[config.mk]
export PLATFORM = sky130hd
export DESIGN_NAME = md_zbank_arb_flat
export DESIGN_NICKNAME = d
export VERILOG_FILES = /design/src/rtl/md_zbank_arb_if.sv /design/src/rtl/md_zbank_arb.sv /design/src/flat_wrapper.sv
export SDC_FILE = /design/constraint.sdc
export NUM_CORES = 1
export LEC_CHECK = 0
export ABC_AREA = 1
export CORE_UTILIZATION = 44
export DETAILED_ROUTE_END_ITERATION = 8
export HOLD_SLACK_MARGIN = 0.05
export PLACE_DENSITY = 0.81
export SETUP_SLACK_MARGIN = 0.1
export SLEW_MARGIN = 30
export SYNTH_ARGS = -nofsm -noshare
export SYNTH_HDL_FRONTEND = slang
export SYNTH_SLANG_ARGS = --single-unit
[constraint.sdc]
create_clock -name MCLK -period 2.2 [get_ports MCLK]
set_input_delay 0.22 -clock MCLK [delete_from_list [all_inputs] [get_ports MCLK]]
set_output_delay 0.22 -clock MCLK [all_outputs]
set_load 0.05 [all_outputs]
[src/rtl/md_zbank_arb_if.sv]
// Z80 banked-window and 68k bus-master signal bundle for md_zbank_arb.
// The slave modport is the arbiter side; master is the environment side.
interface md_zbank_arb_if;
    // Z80 side
    logic        bank_wr;
    logic        bank_bit;
    logic        zreq;
    logic        zrw;
    logic [14:0] za;
    logic [7:0]  zd_wr;
    logic        zack;
    logic [7:0]  zd_rd;
    logic        zwait;
    // 68k arbitration
    logic        br_n;
    logic        bg_n;
    logic        bgack_n;
    logic        as_i_n;
    logic        dtack_n;
    // 68k address, strobes and data with hi-Z flags
    logic [22:0] va_o;
    logic        va_d;
    logic        as_o_n;
    logic        uds_o_n;
    logic        lds_o_n;
    logic        rw_o;
    logic        s_d;
    logic [15:0] vd_i;
    logic [15:0] vd_o;
    logic        vd_d;

    modport slave (
        input  bank_wr, bank_bit, zreq, zrw, za, zd_wr,
        input  bg_n, as_i_n, dtack_n, vd_i,
        output zack, zd_rd, zwait, br_n, bgack_n,
        output va_o, va_d, as_o_n, uds_o_n, lds_o_n, rw_o, s_d, vd_o, vd_d
    );

    modport master (
        output bank_wr, bank_bit, zreq, zrw, za, zd_wr,
        output bg_n, as_i_n, dtack_n, vd_i,
        input  zack, zd_rd, zwait, br_n, bgack_n,
        input  va_o, va_d, as_o_n, uds_o_n, lds_o_n, rw_o, s_d, vd_o, vd_d
    );
endinterface

[src/rtl/md_zbank_arb.sv]
// Z80 8000h-FFFFh banked window onto the 68k bus: takes the bus via BR/BG/BGACK and runs one cycle.
// Optional MD_ZBANK_TIMEOUT_EN adds a DTACK watchdog and the sticky timeout_err output.
module md_zbank_arb (
    input  logic          MCLK,
    input  logic          ext_reset,
    md_zbank_arb_if.slave bus
`ifdef MD_ZBANK_TIMEOUT_EN
    ,
    output logic          timeout_err
`endif
);

    typedef enum logic [2:0] {
        StIdle,
        StReq,
        StGrant,
        StAddr,
        StStrb,
        StWaitd,
        StRel
    } state_e;

    state_e      state_q, state_d;
    logic [8:0]  bank_q, bank_d;
    logic [23:0] addr_q, addr_d;
    logic        zrw_q, zrw_d;
    logic [7:0]  zd_q, zd_d;

    logic        zack_q, zack_d;
    logic [7:0]  zd_rd_q, zd_rd_d;
    logic        zwait_q, zwait_d;
    logic        br_n_q, br_n_d;
    logic        bgack_n_q, bgack_n_d;
    logic        va_d_q, va_d_d;
    logic        s_d_q, s_d_d;
    logic        vd_d_q, vd_d_d;
    logic        as_n_q, as_n_d;
    logic        uds_n_q, uds_n_d;
    logic        lds_n_q, lds_n_d;
    logic        rw_q, rw_d;

    logic        timed_out;

`ifdef MD_ZBANK_TIMEOUT_EN
    logic [7:0] wd_q, wd_d;
    logic       to_err_q, to_err_d;

    // Counter is 0 in the first STRB cycle, so the 255th DTACK-less cycle sees 254.
    assign timed_out = ((state_q == StStrb) || (state_q == StWaitd)) &&
                       bus.dtack_n && (wd_q == 8'd254);

    always_comb begin
        wd_d     = wd_q;
        to_err_d = to_err_q | timed_out;
        if (state_q == StAddr) begin
            wd_d = 8'd0;
        end else if ((state_q == StStrb) || (state_q == StWaitd)) begin
            wd_d = wd_q + 8'd1;
        end
    end

    always_ff @(posedge MCLK or posedge ext_reset) begin
        if (ext_reset) begin
            wd_q     <= 8'd0;
            to_err_q <= 1'b0;
        end else begin
            wd_q     <= wd_d;
            to_err_q <= to_err_d;
        end
    end

    assign timeout_err = to_err_q;
`else
    assign timed_out = 1'b0;
`endif

    always_comb begin
        state_d   = state_q;
        bank_d    = bank_q;
        addr_d    = addr_q;
        zrw_d     = zrw_q;
        zd_d      = zd_q;
        zack_d    = 1'b0;
        zd_rd_d   = zd_rd_q;
        zwait_d   = zwait_q;
        br_n_d    = br_n_q;
        bgack_n_d = bgack_n_q;
        va_d_d    = va_d_q;
        s_d_d     = s_d_q;
        vd_d_d    = vd_d_q;
        as_n_d    = as_n_q;
        uds_n_d   = uds_n_q;
        lds_n_d   = lds_n_q;
        rw_d      = rw_q;

        if (bus.bank_wr) begin
            bank_d = {bus.bank_bit, bank_q[8:1]};
        end

        case (state_q)
            StIdle: begin
                // zack_q high marks the completion cycle; no new access starts there.
                if (bus.zreq && !zack_q) begin
                    addr_d  = {bank_q, bus.za};
                    zrw_d   = bus.zrw;
                    zd_d    = bus.zd_wr;
                    br_n_d  = 1'b0;
                    zwait_d = 1'b1;
                    state_d = StReq;
                end
            end
            StReq: begin
                if (!bus.bg_n && bus.as_i_n) begin
                    br_n_d    = 1'b1;
                    bgack_n_d = 1'b0;
                    va_d_d    = 1'b0;
                    s_d_d     = 1'b0;
                    rw_d      = zrw_q;
                    state_d   = StGrant;
                end
            end
            StGrant: begin
                as_n_d  = 1'b0;
                uds_n_d = addr_q[0];
                lds_n_d = ~addr_q[0];
                if (!zrw_q) begin
                    vd_d_d = 1'b0;
                end
                state_d = StAddr;
            end
            StAddr: begin
                state_d = StStrb;
            end
            StStrb, StWaitd: begin
                if (!bus.dtack_n) begin
                    if (zrw_q) begin
                        zd_rd_d = addr_q[0] ? bus.vd_i[7:0] : bus.vd_i[15:8];
                    end
                    as_n_d  = 1'b1;
                    uds_n_d = 1'b1;
                    lds_n_d = 1'b1;
                    state_d = StRel;
                end else if (timed_out) begin
                    zd_rd_d = 8'hFF;
                    as_n_d  = 1'b1;
                    uds_n_d = 1'b1;
                    lds_n_d = 1'b1;
                    state_d = StRel;
                end else begin
                    state_d = StWaitd;
                end
            end
            StRel: begin
                va_d_d    = 1'b1;
                s_d_d     = 1'b1;
                vd_d_d    = 1'b1;
                bgack_n_d = 1'b1;
                rw_d      = 1'b1;
                zwait_d   = 1'b0;
                zack_d    = 1'b1;
                state_d   = StIdle;
            end
            default: begin
                state_d = StIdle;
            end
        endcase
    end

    always_ff @(posedge MCLK or posedge ext_reset) begin
        if (ext_reset) begin
            state_q   <= StIdle;
            bank_q    <= 9'd0;
            addr_q    <= 24'd0;
            zrw_q     <= 1'b1;
            zd_q      <= 8'd0;
            zack_q    <= 1'b0;
            zd_rd_q   <= 8'hFF;
            zwait_q   <= 1'b0;
            br_n_q    <= 1'b1;
            bgack_n_q <= 1'b1;
            va_d_q    <= 1'b1;
            s_d_q     <= 1'b1;
            vd_d_q    <= 1'b1;
            as_n_q    <= 1'b1;
            uds_n_q   <= 1'b1;
            lds_n_q   <= 1'b1;
            rw_q      <= 1'b1;
        end else begin
            state_q   <= state_d;
            bank_q    <= bank_d;
            addr_q    <= addr_d;
            zrw_q     <= zrw_d;
            zd_q      <= zd_d;
            zack_q    <= zack_d;
            zd_rd_q   <= zd_rd_d;
            zwait_q   <= zwait_d;
            br_n_q    <= br_n_d;
            bgack_n_q <= bgack_n_d;
            va_d_q    <= va_d_d;
            s_d_q     <= s_d_d;
            vd_d_q    <= vd_d_d;
            as_n_q    <= as_n_d;
            uds_n_q   <= uds_n_d;
            lds_n_q   <= lds_n_d;
            rw_q      <= rw_d;
        end
    end

    assign bus.zack    = zack_q;
    assign bus.zd_rd   = zd_rd_q;
    assign bus.zwait   = zwait_q;
    assign bus.br_n    = br_n_q;
    assign bus.bgack_n = bgack_n_q;
    assign bus.va_o    = addr_q[23:1];
    assign bus.va_d    = va_d_q;
    assign bus.s_d     = s_d_q;
    assign bus.as_o_n  = as_n_q;
    assign bus.uds_o_n = uds_n_q;
    assign bus.lds_o_n = lds_n_q;
    assign bus.rw_o    = rw_q;
    assign bus.vd_o    = {zd_q, zd_q};
    assign bus.vd_d    = vd_d_q;

endmodule

[src/flat_wrapper.sv]
// flat-port wrapper written by rule: the top's interface ports become plain ports
module md_zbank_arb_flat 
  (MCLK, ext_reset, bus_bank_wr, bus_bank_bit, bus_zreq, bus_zrw, bus_za, bus_zd_wr, bus_bg_n, bus_as_i_n, bus_dtack_n, bus_vd_i, bus_zack, bus_zd_rd, bus_zwait, bus_br_n, bus_bgack_n, bus_va_o, bus_va_d, bus_as_o_n, bus_uds_o_n, bus_lds_o_n, bus_rw_o, bus_s_d, bus_vd_o, bus_vd_d);
  md_zbank_arb_if bus_i ();
  input  logic MCLK;
  input  logic ext_reset;
  input wire logic [$bits(bus_i.bank_wr)-1:0] bus_bank_wr;
  input wire logic [$bits(bus_i.bank_bit)-1:0] bus_bank_bit;
  input wire logic [$bits(bus_i.zreq)-1:0] bus_zreq;
  input wire logic [$bits(bus_i.zrw)-1:0] bus_zrw;
  input wire logic [$bits(bus_i.za)-1:0] bus_za;
  input wire logic [$bits(bus_i.zd_wr)-1:0] bus_zd_wr;
  input wire logic [$bits(bus_i.bg_n)-1:0] bus_bg_n;
  input wire logic [$bits(bus_i.as_i_n)-1:0] bus_as_i_n;
  input wire logic [$bits(bus_i.dtack_n)-1:0] bus_dtack_n;
  input wire logic [$bits(bus_i.vd_i)-1:0] bus_vd_i;
  output wire logic [$bits(bus_i.zack)-1:0] bus_zack;
  output wire logic [$bits(bus_i.zd_rd)-1:0] bus_zd_rd;
  output wire logic [$bits(bus_i.zwait)-1:0] bus_zwait;
  output wire logic [$bits(bus_i.br_n)-1:0] bus_br_n;
  output wire logic [$bits(bus_i.bgack_n)-1:0] bus_bgack_n;
  output wire logic [$bits(bus_i.va_o)-1:0] bus_va_o;
  output wire logic [$bits(bus_i.va_d)-1:0] bus_va_d;
  output wire logic [$bits(bus_i.as_o_n)-1:0] bus_as_o_n;
  output wire logic [$bits(bus_i.uds_o_n)-1:0] bus_uds_o_n;
  output wire logic [$bits(bus_i.lds_o_n)-1:0] bus_lds_o_n;
  output wire logic [$bits(bus_i.rw_o)-1:0] bus_rw_o;
  output wire logic [$bits(bus_i.s_d)-1:0] bus_s_d;
  output wire logic [$bits(bus_i.vd_o)-1:0] bus_vd_o;
  output wire logic [$bits(bus_i.vd_d)-1:0] bus_vd_d;
  assign bus_i.bank_wr = bus_bank_wr;
  assign bus_i.bank_bit = bus_bank_bit;
  assign bus_i.zreq = bus_zreq;
  assign bus_i.zrw = bus_zrw;
  assign bus_i.za = bus_za;
  assign bus_i.zd_wr = bus_zd_wr;
  assign bus_i.bg_n = bus_bg_n;
  assign bus_i.as_i_n = bus_as_i_n;
  assign bus_i.dtack_n = bus_dtack_n;
  assign bus_i.vd_i = bus_vd_i;
  assign bus_zack = bus_i.zack;
  assign bus_zd_rd = bus_i.zd_rd;
  assign bus_zwait = bus_i.zwait;
  assign bus_br_n = bus_i.br_n;
  assign bus_bgack_n = bus_i.bgack_n;
  assign bus_va_o = bus_i.va_o;
  assign bus_va_d = bus_i.va_d;
  assign bus_as_o_n = bus_i.as_o_n;
  assign bus_uds_o_n = bus_i.uds_o_n;
  assign bus_lds_o_n = bus_i.lds_o_n;
  assign bus_rw_o = bus_i.rw_o;
  assign bus_s_d = bus_i.s_d;
  assign bus_vd_o = bus_i.vd_o;
  assign bus_vd_d = bus_i.vd_d;
  md_zbank_arb u_core (.MCLK(MCLK), .ext_reset(ext_reset), .bus(bus_i));
endmodule
After elaboration in Yosys (flattened, before gate mapping) --
Index checks and enable logic that the tools add are counted.
Word-level totals: flip-flop bits (word level) 62, output and inout port bits 58, logic and storage cells 67
Cells by class: equality and inequality tests 10, mux-type cells 21, bitwise logic cells 2, reductions and logical operators 19
Operators by type and width (number):
- $pmux W1 S2 | 8
- $pmux W3 S5 | 1
- $reduce_and A2 Y1 | 6
- $reduce_bool A2 Y1 | 5
- $eq A3 B3 Y1 const B | 3
- $mux W1 | 8
- $mux W8 | 1
- $eq A3 B2 Y1 const B | 2
- $mux W3 | 2
- $reduce_and A3 Y1 | 2
- $ne A2 B1 Y1 const B | 2
- $ne A2 B2 Y1 const B | 2
- $eq A3 B1 Y1 const B | 1
- $logic_not A3 Y1 | 1
- $logic_and A1 B1 Y1 | 2
- $logic_not A1 Y1 | 2
- $mux W2 | 1
- $not A1 Y1 | 2
- $reduce_or A2 Y1 | 1

Logic depth before layout (Yosys ltp) --
depth after elaboration 4, gate-level depth with buffers 7

Least setup slack after synthesis --
Ideal clock, no wire load.
kind reg2reg, from reg u_core.zack_q (netlist: u_core.bus.zack), to reg u_core.addr_q[0], library setup time 117 ps, arrival time 1262 ps, required time 2083 ps, path slack 821 ps, cell stages (with the launch flop) 7, buffers on the path 1, clock period less this slack 1379 ps, path through dfrtp_1 inv_1 nand2_1 nor2_8 buf_8 nand2_2 nand2_1
On the way: longest elaborated chain between the ends 3
RTL lines:
- start, declared | RTL line md_zbank_arb.sv:29 | logic zack_q, zack_d;
- start signal, assigned | RTL line md_zbank_arb.sv:194 | zack_q <= zack_d;
- $logic_not A1 Y1 | RTL line md_zbank_arb.sv:103 | if (bus.zreq && !zack_q) begin
- $logic_and A1 B1 Y1 | RTL line md_zbank_arb.sv:103
- $reduce_and A2 Y1 (no source line)
- end signal, assigned | RTL line md_zbank_arb.sv:191 | addr_q <= addr_d;
- end, declared | RTL line md_zbank_arb.sv:25 | logic [23:0] addr_q, addr_d;
No other way between the ends. A chain may end at the register's enable or synchronous reset.

==> results.py <==
metrics = {
    "power_and_ir_drop": {
        "leakage_nw": 1.97,
        "p_sw_mw": 3.31,
        "powerDensity_nw_per_um2": 1760,
        "pwr-share-clk": 0.175,
        "power.internal_mw": 3.69,
        "p_sw_frac": 0.473,
        "vdd_drop_max_v": 0.00112,
        "power_frac_seq": 0.293,
        "combPwrFrac": 0.532,
    },
    "layout": {
        "final_util": 0.628,
        "instances_no_fill": 492,
        "diodes": 0,
        "most-common-layout-cells": "165 x nand2_1, 105 x clkdlybuf4s50_1, 46 x dfrtp_1",
        "area_growth_pct": 38.2,
        "drive_gt1_frac": 0.118,
        "nNetsFinal": 458,
        "final_common_cell": "nand2_1",
    },
    "sta": {
        "finClkSkew_ps": 8.33,
        "setup_tns_ps": 0,
        "slew_headroom": 0.641,
        "grt_setup_unrepaired": "false",
        "timing.final.crit_period_ps": 1910,
        "clock.fmax_mhz": 522,
        "drv_slew": 0,
        "worst_slew_pin_slew_ps": 538,
        "finalCritPeriodShare": 0.870,
        "finalSetupViolCount": 0,
        "finalHoldViolations": 0,
    },
    "floorplan": {
        "initial_utilization": 0.455,
        "rows": 29,
        "core_region_area_sq_um": 6310,
        "ios": 106,
        "die-area_sq_um": 6850,
        "dieHeight_microns": 82.8,
        "die_w_microns": 82.8,
    },
    "critical_path": {
        "worstPathMaxFanout": 4,
        "path_delay_family": "buffers and inverters",
        "path_cells": "clkdlybuf4s50_1",
        "crit_path_end_kind": "primary output",
        "cpPeakStageDelay_ps": 810,
        "critical_path_required_ps": 1980,
        "crit_arrival_ps": 1690,
        "path_class": "flop to primary output",
        "critPathBufInv": 1,
        "slowest_stage": "clkdlybuf4s50_1",
        "start_kind": "flop",
    },
    "route": {
        "drc_errors": 0,
        "postRouteAntennaNets": 0,
        "firstDrtPassIters": 4,
        "drt-initial-drc-count": 100,
        "vias": 2309,
        "post_drt_wl_per_cell_microns": 12.4,
        "via_per_inst": 4.69,
        "routed_wl_microns": 6120,
    },
    "clocking": {
        "cts-hold-fix-buffers": 0,
        "cts_tree": "built",
        "cts_root_buf": "clkbuf_8",
        "insertion_delay_ps": 330,
        "post_cts_buffers": 0,
        "cts_htree_levels": 3,
        "numClockSinks": 62,
        "numCtsBuffers": 9,
        "clk_path_buf_depth": 2,
        "path_clk_slew_ps": 60,
        "cts_resized": 0,
    },
    "synthesis": {
        "syn_avg_cell_area_sq_um": 8.60,
        "postSynthCellCount": 334,
        "ys_ff_latch": 62,
        "syn_area_sq_um": 2870,
        "synth_cell_type_count": 22,
        "seq_area_frac_synth": 0.547,
        "yosys_warnings": 0,
        "synth_nets": 382,
    },
    "run_status": {
        "status": "finished clean",
    },
    "global_routing": {
        "antenna_found_initial": 0,
        "grt_pass1_wl_microns": 9630,
        "track_usage": 0.192,
        "grt_overflow": 0,
        "grt_pass1_vias": 2171,
        "grt_max_degree": 35,
    },
    "placement": {
        "place_congestion": 0.799,
        "place_inst": 476,
        "io_buffers": 105,
        "dp_hpwl_microns": 4460,
    },
    "flow_run": {
        "maxCapViolCount": 0,
    },
    "worst_hold_path": {
        "hold_class": "primary input to async pin",
    },
}
[metal layers]
metal,vias to the layer above,GRT usage,wire length [microns]
li1,1137,-,-
met1,1072,0.220,2460
met2,92,0.338,3090
met3,8,0.0448,500
met4,0,0.0862,65
met5,-,0,0
[cell type report]
cell class | instances | area [sq um]
Fill cell | 553 | 2350
Clock buffer | 13 | 159
Inverter | 17 | 63.8
Timing Repair Buffer | 108 | 1070
Tap cell | 77 | 96.3
Clock inverter | 3 | 90.1
Sequential cell | 62 | 1570
Multi-Input combinational cell | 212 | 913
[flip-flops by register name, summed over array words and instances, names as in the netlist]
name,cells
u_core.bus.rw_o,1
u_core.zd_q,8
u_core.zrw_q,1
u_core.bus.br_n,1
u_core.addr_q,24
u_core.bus.zack,1
u_core.bus.zwait,1
u_core.bus.lds_o_n,1
u_core.bus.uds_o_n,1
u_core.bus.as_o_n,1
u_core.state_q,3
u_core.bus.va_d,1
u_core.bus.vd_d,1
u_core.bus.zd_rd,8
u_core.bank_q,9
[logic make-up (layout without fill, tap and decap cells)]
| group | count (synthesis) | in the layout | share of synthesized area |
|---|---|---|---|
| and+or+nand+nor | 200 | 200 | 0.295 |
| buffers and inverters | 60 | 141 | 0.135 |
| DFF | 62 | 62 | 0.547 |
| muxes | 1 | 1 | 0.00392 |
| AOI/OAI and AO/OA | 11 | 11 | 0.0192 |
[power groups by stage]
stage | registers, mW | clock network [mW] | logic (mW)
finish | 2.05 | 1.23 | 3.72
detailed placement | 2.06 | 0 | 3.76
CTS | 2.06 | 1.26 | 3.77
global placement | 2.05 | 0 | 3.68
floorplan | 2.70 | 0 | 2.30
global route | 2.11 | 1.31 | 3.99
[synth_stat cells (all sizes together)]
cell type	number	area, sq um
dfstp	16	420
nand2	175	687
nand3	11	55.1
inv	16	60.1
nor2	11	65.1
a21oi	7	35.0
clkinv	1	3.75
o21ai	4	20.0
clkbuf	3	11.3
buf	40	312
dfrtp	46	1150
nand4	3	40.0
mux2	1	11.3
[path summary, 6_finish.rpt]
kind                                      from                   to  slack (ps)  cells after the start
max                            u_core.bus.va_d              bus_s_d         290                      1
min                                  ext_reset    u_core.addr_q[13]         320                      3
max reg2reg                  u_core.state_q[2]     u_core.addr_q[0]         610                      4
min reg2reg                u_core.bus.zd_rd[4]  u_core.bus.zd_rd[4]         470                      2
max in group asynchronous            ext_reset  u_core.bus.zd_rd[3]        1550                      3
min in group MCLK                      bus_zrw         u_core.zrw_q         400                      3
[stage by stage]
step	hold WS, ps	setup slack, ps	area, sq um	total power [mW]
2_1_floorplan	314	465	2870	5.01
3_3_place_gp	451	566	3720	5.73
3_5_place_dp	454	519	3720	5.82
4_1_cts	300	263	3970	7.08
5_1_grt	341	220	3970	7.42
6_report	316	286	3970	7.00
(Power assumes the default switching activity.)
==> variant (config.mk and constraints unchanged) <==
`zd_q` no longer has a reset.
--- a/src/rtl/md_zbank_arb.sv
+++ b/src/rtl/md_zbank_arb.sv
@@ -172,7 +172,6 @@
             bank_q    <= 9'd0;
             addr_q    <= 24'd0;
             zrw_q     <= 1'b1;
-            zd_q      <= 8'd0;
             zack_q    <= 1'b0;
             zd_rd_q   <= 8'hFF;
             zwait_q   <= 1'b0;
@@ -190,7 +189,6 @@
             bank_q    <= bank_d;
             addr_q    <= addr_d;
             zrw_q     <= zrw_d;
-            zd_q      <= zd_d;
             zack_q    <= zack_d;
             zd_rd_q   <= zd_rd_d;
             zwait_q   <= zwait_d;
@@ -204,6 +202,10 @@
             lds_n_q   <= lds_n_d;
             rw_q      <= rw_d;
         end
+    end
+
+    always_ff @(posedge MCLK) begin
+        zd_q <= zd_d;
     end
 
     assign bus.zack    = zack_q;
Function: changed (a bounded check fails within 4 cycles, from zero or initial values and one cycle with ext_reset high).
==> variant against the unedited design <==
  * Sequential cell count is the same
  * Non-clock buffer count shrank 1
  * Die area shrank 3.3%
  * Power shrank 16%
  * Routed wire length shrank 8.0%
  * Design area shrank 3.9%
  * Register-to-register slack gained 0.12 ns
  * Hold slack lost 0.099 ns
  * Area after synthesis shrank 3.4%
  * Worst setup slack gained 0.0066 ns
  * Critical path type unchanged
==> variant: results (changes against the unedited design) <==
finish:
  fillCellCount: 473  # -14%
  clk_share: 0.0469  # -0.0158
  nets: 432  # -5.7%
  signal_buffers: 107  # -0.93%
  multi_input_cells: 175  # -17%
  buf_share: 0.283  # +0.0122
  drive_above_1_share: 0.0925  # -0.0255
  fin_cells: 464  # -5.7%
  seqAreaFraction: 0.423  # +0.0265
  inv_count: 29  # +12
  multi_input_area_um2: 737  # -19%
grt:
  grt_pass1_wl_mm: 8.79  # -8.7%
  grt_use_total: 0.181  # -0.0109
  grt_pass1_vias: 1898  # -13%
  grt_max_degree: 35  # unchanged
worst_setup_path:
  cp_slowest_stage_delay_ns: 0.81  # about the same
  crit_family: "buffers and inverters"
power_and_ir_drop:
  leakage_nw: 1.77  # -10%
  ir_drop_mv: 0.704  # -37%
clock_network:
  cts_htree_levels: 3  # unchanged
  clock_latency_ns: 0.33  # about the same
  numCtsBuffers: 9  # unchanged
  postCtsSetupRepairBufs: 0  # unchanged
  cts_buffer_depth: 2  # unchanged
yosys:
  synthTopCellsByCount: "nand2_1 (123), dfrtp_1 (38), buf_4 (33)"
  syn_nets: 355  # -7.1%
  synth_cell_type_count: 20  # -9.1%
  yosys-top-cells-area: "dfrtp_1 (34%), nand2_1 (17%), dfstp_2 (15%)"
  synth_edf_count: 8  # +8
  syn_inst: 307  # -8.1%
  synthArstFlopShare: 0.871  # -0.129
  synth_seq_cells: 62  # unchanged
  ys_seq_area_frac: 0.581  # +0.0337
placed_design:
  dpl.hpwl_mm: 3.99  # -11%
  dp_cells: 448  # -5.9%
  place_congestion: 0.726  # -9.1%
  post-place-ws_ns: 0.433  # -0.0858 ns
outcome:
  status: "finished, final reports clean"
routing:
  finalWirelength_mm: 5.63  # -8.0%
  first_iter_violations: 90  # -10%
  vias_per_cell: 4.58  # -2.5%
sta:
  maxSlewHeadroom: 0.628  # -0.0128
  fin_skew_ns: 0.00521  # -0.00312 ns
min_path:
  hp-class: "input pin to async pin"
==> variant: per-layer routing <==
| layer | part of all wire | GRT usage | wire (um) | vias to the layer above |
|---|---|---|---|---|
| met2 | 0.45 | 0.267 | 2550 | 86 |
| met5 | 0 | 0 | 0 | - |
| met1 | 0.44 | 0.243 | 2500 | 958 |
| met4 | 0.015 | 0.102 | 82 | 0 |
| li1 | - | - | - | 1070 |
| met3 | 0.089 | 0.0416 | 501 | 9 |
==> variant: power breakdown <==
part | switching (mW) | internal [mW] | leakage, nW
clock | 0.417 | 0.503 | 0.0929
sequential | 0.308 | 1.68 | 0.723
combinational | 2.01 | 0.964 | 0.952
==> variant: kinds of logic after synthesis <==
| family | after synthesis | share of synthesized area |
|---|---|---|
| compound gates | 30 | 0.0541 |
| buf+inv | 70 | 0.153 |
| flops | 62 | 0.581 |
| simple gates | 145 | 0.212 |
==> variant: through the flow <==
| step | instance area, um^2 | hold WS, ns |
|---|---|---|
| floorplan | 2770 | 0.310 |
| global placement | 3630 | 0.455 |
| detailed placement | 3630 | 0.455 |
| CTS | 3810 | 0.223 |
| global route | 3810 | 0.262 |
| finish | 3810 | 0.217 |
==> variant: final timing paths <==
path / startpoint / end / slack, ns / cells past startpoint
max in group asynchronous: ext_reset / u_core.bus.s_d / 1.37 / 3
min in group MCLK: bus_zrw / u_core.zrw_q / 0.42 / 3
max reg2reg: u_core.state_q[1] / u_core.addr_q[18] / 0.73 / 5
min: ext_reset / u_core.bank_q[2] / 0.22 / 2
min reg2reg: u_core.bus.as_o_n / u_core.bus.as_o_n / 0.46 / 2
max: u_core.bus.s_d / bus_va_d / 0.29 / 1
